<file path="src/rtl/alu_result_buffer.sv">
// First-word fall-through result buffer between the ALU and its consumer.
// Stores ALU results in order, throttles issue via ALU_HOLD, flags dropped words.
module alu_result_buffer #(
    parameter int DATA_WIDTH  = 8,
    parameter int DEPTH       = 8,
    parameter int HOLD_MARGIN = 2
) (
    input  logic                     CLK,
    input  logic                     RST,
    input  logic [DATA_WIDTH-1:0]    EX_ALU,
    input  logic                     EX_ALU_VLD,
    output logic [DATA_WIDTH-1:0]    OUT_DATA,
    output logic                     OUT_VLD,
    input  logic                     OUT_RDY,
    output logic [$clog2(DEPTH):0]   COUNT,
    output logic                     FULL,
    output logic                     EMPTY,
    output logic                     ALU_HOLD,
    output logic                     OVERFLOW,
    input  logic                     CLR_OVF
);

    localparam int AW = $clog2(DEPTH);
    localparam logic [AW:0] DEPTH_C  = (AW + 1)'(DEPTH);
    localparam logic [AW:0] MARGIN_C = (AW + 1)'(HOLD_MARGIN);

    logic [DATA_WIDTH-1:0] mem_q [DEPTH];
    logic [AW-1:0]         wr_ptr_q, wr_ptr_d;
    logic [AW-1:0]         rd_ptr_q, rd_ptr_d;
    logic [AW:0]           count_q, count_d;
    logic                  hold_q, hold_d;
    logic                  ovf_q, ovf_d;
    logic                  empty_w, full_w;
    logic                  push, pop, drop;
    logic [AW:0]           free_d;

    assign empty_w = (count_q == '0);
    assign full_w  = (count_q == DEPTH_C);

    // Output side is a valid/ready handshake: a word transfers on any edge where
    // OUT_VLD and OUT_RDY are both high; OUT_DATA/OUT_VLD hold while stalled.
    // The ALU side has no backpressure: a valid word arriving when full with no
    // pop that cycle is dropped and recorded in OVERFLOW.
    assign pop  = !empty_w && OUT_RDY;
    assign push = EX_ALU_VLD && (!full_w || pop);
    assign drop = EX_ALU_VLD && full_w && !pop;

    always_comb begin
        wr_ptr_d = wr_ptr_q;
        rd_ptr_d = rd_ptr_q;
        count_d  = count_q;
        if (push) begin
            wr_ptr_d = wr_ptr_q + AW'(1);
        end
        if (pop) begin
            rd_ptr_d = rd_ptr_q + AW'(1);
        end
        case ({push, pop})
            2'b10:   count_d = count_q + (AW + 1)'(1);
            2'b01:   count_d = count_q - (AW + 1)'(1);
            default: count_d = count_q;
        endcase
    end

    // Hold is computed from the post-edge occupancy so it is registered, not combinational.
    always_comb begin
        free_d = DEPTH_C - count_d;
        hold_d = (free_d <= MARGIN_C);
    end

    always_comb begin
        ovf_d = ovf_q;
        if (drop) begin
            ovf_d = 1'b1;
        end else if (CLR_OVF) begin
            ovf_d = 1'b0;
        end
    end

    always_ff @(posedge CLK or negedge RST) begin
        if (!RST) begin
            wr_ptr_q <= '0;
            rd_ptr_q <= '0;
            count_q  <= '0;
            hold_q   <= 1'b0;
            ovf_q    <= 1'b0;
        end else begin
            wr_ptr_q <= wr_ptr_d;
            rd_ptr_q <= rd_ptr_d;
            count_q  <= count_d;
            hold_q   <= hold_d;
            ovf_q    <= ovf_d;
        end
    end

    // Storage is not reset; occupancy tracking alone decides what is valid.
    always_ff @(posedge CLK) begin
        if (push) begin
            mem_q[wr_ptr_q] <= EX_ALU;
        end
    end

    assign OUT_DATA = RST ? mem_q[rd_ptr_q] : '0;
    assign OUT_VLD  = !empty_w;
    assign COUNT    = count_q;
    assign FULL     = full_w;
    assign EMPTY    = empty_w;
    assign ALU_HOLD = hold_q;
    assign OVERFLOW = ovf_q;

endmodule

</file>
<file path="config.mk">
export PLATFORM = sky130hd
export DESIGN_NAME = alu_result_buffer
export DESIGN_NICKNAME = d
export VERILOG_FILES = /design/src/rtl/alu_result_buffer.sv
export SDC_FILE = /design/constraint.sdc
export NUM_CORES = 1
export LEC_CHECK = 0
export CORE_MARGIN = 3
export CORE_UTILIZATION = 50
export DETAILED_ROUTE_END_ITERATION = 8
export PLACE_DENSITY = 0.72
export SLEW_MARGIN = 20
export SYNTH_ARGS = -nofsm -noshare
export SYNTH_HDL_FRONTEND = slang
export SYNTH_SLANG_ARGS = --single-unit
</file>
<file path="constraint.sdc">
create_clock -name CLK -period 4.86 [get_ports CLK]
set_input_delay 0.972 -clock CLK [delete_from_list [all_inputs] [get_ports CLK]]
set_output_delay 0.972 -clock CLK [all_outputs]
set_load 0.02 [all_outputs]
</file>
==> reports/summary.log <==
qor: sta.setup_repair_after_global_routing_missed_its_margin false
qor: pwr.power.sequential.fraction 41.1%
qor: cts.count_of_hold_fix_buffers_inserted_at_cts 0
qor: sta.finalSetupViolations 0
qor: synth.synth.distinct_cells 34
qor: sta.fin_ws 1.04 ns
qor: cells_and_area.design.final.nets 244
qor: cts.cts_sinks 76
qor: routing.viasPerCell 5.64
qor: floorplan.coreArea 6130 µm²
qor: synth.post_synth_inst_count 187
qor: routing.dr.first_iter.drc_count 82
qor: cts.cts_bufs_inserted 9
qor: floorplan.dieHeight 86.7 µm
qor: critical_path.cp.required 3.89 ns
qor: pwr.report.power.total 0.00235 W
qor: floorplan.chipWidth 86.7 µm
qor: run.max_cap_violations 0
qor: routing.wire_per_inst 19.1 µm
qor: cts.clkTransAtPathRegs 0.08 ns
qor: grt.grt_start_max_net_pins 19
qor: synth.yosys_warnings 0
qor: routing.postRouteWirelength 5.82 mm
qor: grt.overflow 0
qor: sta.max-slew-margin-rel 41.1%
qor: grt.grt_antenna_before_repair 0
qor: sta.final_period_minus_worst_setup_slack 3.82 ns
qor: pwr.cell_internal_power 0.00157 W
qor: sta.worst_pin_slew 0.880 ns
qor: synth.ys_dominant_reg_cell sky130_fd_sc_hd__edfxtp_1
qor: pwr.swShare 33.1%
qor: cts.cts_root_buf sky130_fd_sc_hd__clkbuf_8
qor: routing.drtAntennaViolNets 0
qor: critical_path.path_class input pin to output pin
qor: critical_path.cp_max_fo 17
qor: cts.cts.htree.levels 3
qor: sta.fin_setup_tns 0 ns
qor: sta.max_freq 0.262 GHz
qor: pwr.power.share.combinational 36.5%
qor: sta.timing.final.crit_share 78.6%
qor: cts.clk-insertion-delay-late 0.34 ns
qor: grt.first_global_vias 1,813
qor: pwr.netSwitchingPower 0.000778 W
qor: cells_and_area.most_common_cell_after_layout_fill_and_taps_aside sky130_fd_sc_hd__edfxtp_1
qor: pwr.power_per_cell_area 609 nW/µm²
qor: pwr.total_leakage_power 1.34 nW
qor: routing.remaining_drcs 0
qor: cells_and_area.most_frequent_cells_in_the_layout sky130_fd_sc_hd__edfxtp_1 (64), sky130_fd_sc_hd__clkdlybuf4s50_1 (29), sky130_fd_sc_hd__mux4_2 (17)
qor: sta.hold_violation_count_in_the_final_report 0
qor: synth.synth_seq_cells 76
qor: placement.hpwl 3.84 mm
qor: placement.gp_routability_congestion 0.862
qor: floorplan.core.rowCount 28
qor: cells_and_area.post_route_cells_drive_above_1_share 18.3%
qor: sta.slew_viol_final 0
qor: cts.post_cts.repair.setup_buffers 0
qor: cells_and_area.synthToLayoutAreaGrowth 18.4%
qor: synth.syn_nets 207
qor: routing.detailedRoute.firstPassIterationCount 4
qor: sta.skew 0.00759 ns
qor: grt.global_route_wire_length_before_repair 9.32 mm
qor: pwr.peakVddDrop 341 µV
qor: synth.syn-cell-area 3260 µm²
qor: floorplan.start_util 53.1%
qor: grt.grt.total_usage 17.3%
qor: cells_and_area.num-fill-cells 436
qor: synth.edff_count_synth 64
qor: worst_hold_path.hold_path.class register to register
qor: critical_path.cp-start-kind input pin
qor: floorplan.die_area 7520 µm²
qor: placement.dpl_worst_slack 1.04 ns
qor: outcome.run_status finished clean
qor: pwr.clkPwrFrac 22.5%
qor: synth.synth_async_reset_ratio 15.8%
qor: cells_and_area.final_util 62.9%
qor: cts.cts_tree built
qor: critical_path.cp_data_arrival_time 2.85 ns
qor: placement.buffer_ports.inserted 29
qor: cts.cts_repair_resize_count 0
qor: cts.max-clock-path-buffers 2
qor: floorplan.floorplan.io_pins 30
qor: synth.syn_avg_cell_area 17.4 µm²
qor: critical_path.endpoint_kind output pin
qor: routing.number_of_vias_after_detailed_routing 1,716
qor: cells_and_area.insertedDiodeCount 0
qor: synth.yosysSeqAreaShare 68.2%
==> flip-flops by register name (all words and copies together) (netlist names) <==
register	count
mem_q	64
ALU_HOLD	1
OVERFLOW	1
rd_ptr_q	3
wr_ptr_q	3
COUNT	4
==> synth_stat cells, types with 3 or more instances <==
cell | count | area (µm²)
sky130_fd_sc_hd__ha_1 | 6 | 75.1
sky130_fd_sc_hd__xnor2_1 | 5 | 43.8
sky130_fd_sc_hd__nor2b_1 | 8 | 50.1
sky130_fd_sc_hd__inv_1 | 7 | 26.3
sky130_fd_sc_hd__edfxtp_1 | 64 | 1920
sky130_fd_sc_hd__dfrtp_1 | 12 | 300
sky130_fd_sc_hd__mux4_2 | 17 | 383
sky130_fd_sc_hd__mux2_2 | 3 | 33.8
sky130_fd_sc_hd__nand2b_1 | 4 | 25.0
sky130_fd_sc_hd__nand2_1 | 7 | 26.3
sky130_fd_sc_hd__a21oi_1 | 3 | 15.0
sky130_fd_sc_hd__mux2i_1 | 8 | 80.1
sky130_fd_sc_hd__o21ai_0 | 3 | 15.0
sky130_fd_sc_hd__nor3_1 | 3 | 15.0
sky130_fd_sc_hd__nor2_1 | 12 | 45.0
==> power by group through the flow <==
| stage | logic [W] | clock network, W | registers, W |
|---|---|---|---|
| 3_3_place_gp | 0.000831 | 0 | 0.000969 |
| 5_1_grt | 0.000937 | 0.000569 | 0.000983 |
| 2_1_floorplan | 0.000625 | 0 | 0.000936 |
| 6_report | 0.000856 | 0.000528 | 0.000964 |
| 3_5_place_dp | 0.000868 | 0 | 0.000980 |
| 4_1_cts | 0.000873 | 0.000536 | 0.000967 |
==> final timing paths <==
check / start / endpoint / slack (ns) / cells after the start
min: wr_ptr_q[0] / wr_ptr_q[0] / 0.52 / 1
min in group asynchronous: RST / wr_ptr_q[1] / 1.09 / 1
max in group asynchronous: RST / rd_ptr_q[0] / 3.20 / 2
max reg2reg: COUNT[1] / ALU_HOLD / 1.67 / 11
max: RST / OUT_DATA[3] / 1.04 / 3
min reg2reg: wr_ptr_q[0] / wr_ptr_q[0] / 0.52 / 1
==> worst max-delay path, stage by stage <==
cell and delay, ns:
sky130_fd_sc_hd__clkdlybuf4s50_1 0.99, sky130_fd_sc_hd__nor2b_1 0.25, sky130_fd_sc_hd__clkdlybuf4s50_1 0.63
==> cells by family after synthesis <==
| logic type | Yosys count | share of synthesized area, % |
|---|---|---|
| DFF | 76 | 68.2 |
| and+or+nand+nor | 40 | 6.34 |
| muxes | 28 | 15.2 |
| AOI/OAI and AO/OA | 15 | 3.49 |
| buffers and inverters | 14 | 1.92 |
| xor gates and xnor gates | 7 | 1.88 |
| adders and majority gates | 7 | 2.92 |
==> cell type report <==
class	count	area [µm²]	share of cell area [%]
Tap cell	75	93.8	2.43
Sequential cell	76	2220	57.6
Timing Repair Buffer	33	320	8.30
Inverter	7	26.3	0.681
Multi-Input combinational cell	97	973	25.2
Clock buffer	9	124	3.21
Clock inverter	7	97.6	2.53
==> through the flow <==
stage | hold WS (ns) | cell area, µm² | instances
floorplan | 0.480 | 3260 | 187
global placement | 0.495 | 3640 | 288
detailed placement | 0.507 | 3640 | 288
CTS | 0.522 | 3860 | 304
global route | 0.554 | 3860 | 304
finish | 0.525 | 3860 | 304
==> per-layer routing <==
metal	vias up	part of all wire (%)	global-route usage [%]
met4	0	1.9	7.79
met2	39	51	28.4
met5	-	0	0
met3	11	3.2	3.52
met1	866	44	22.3
li1	800	-	-
Power figures use the tool's default switching activity.
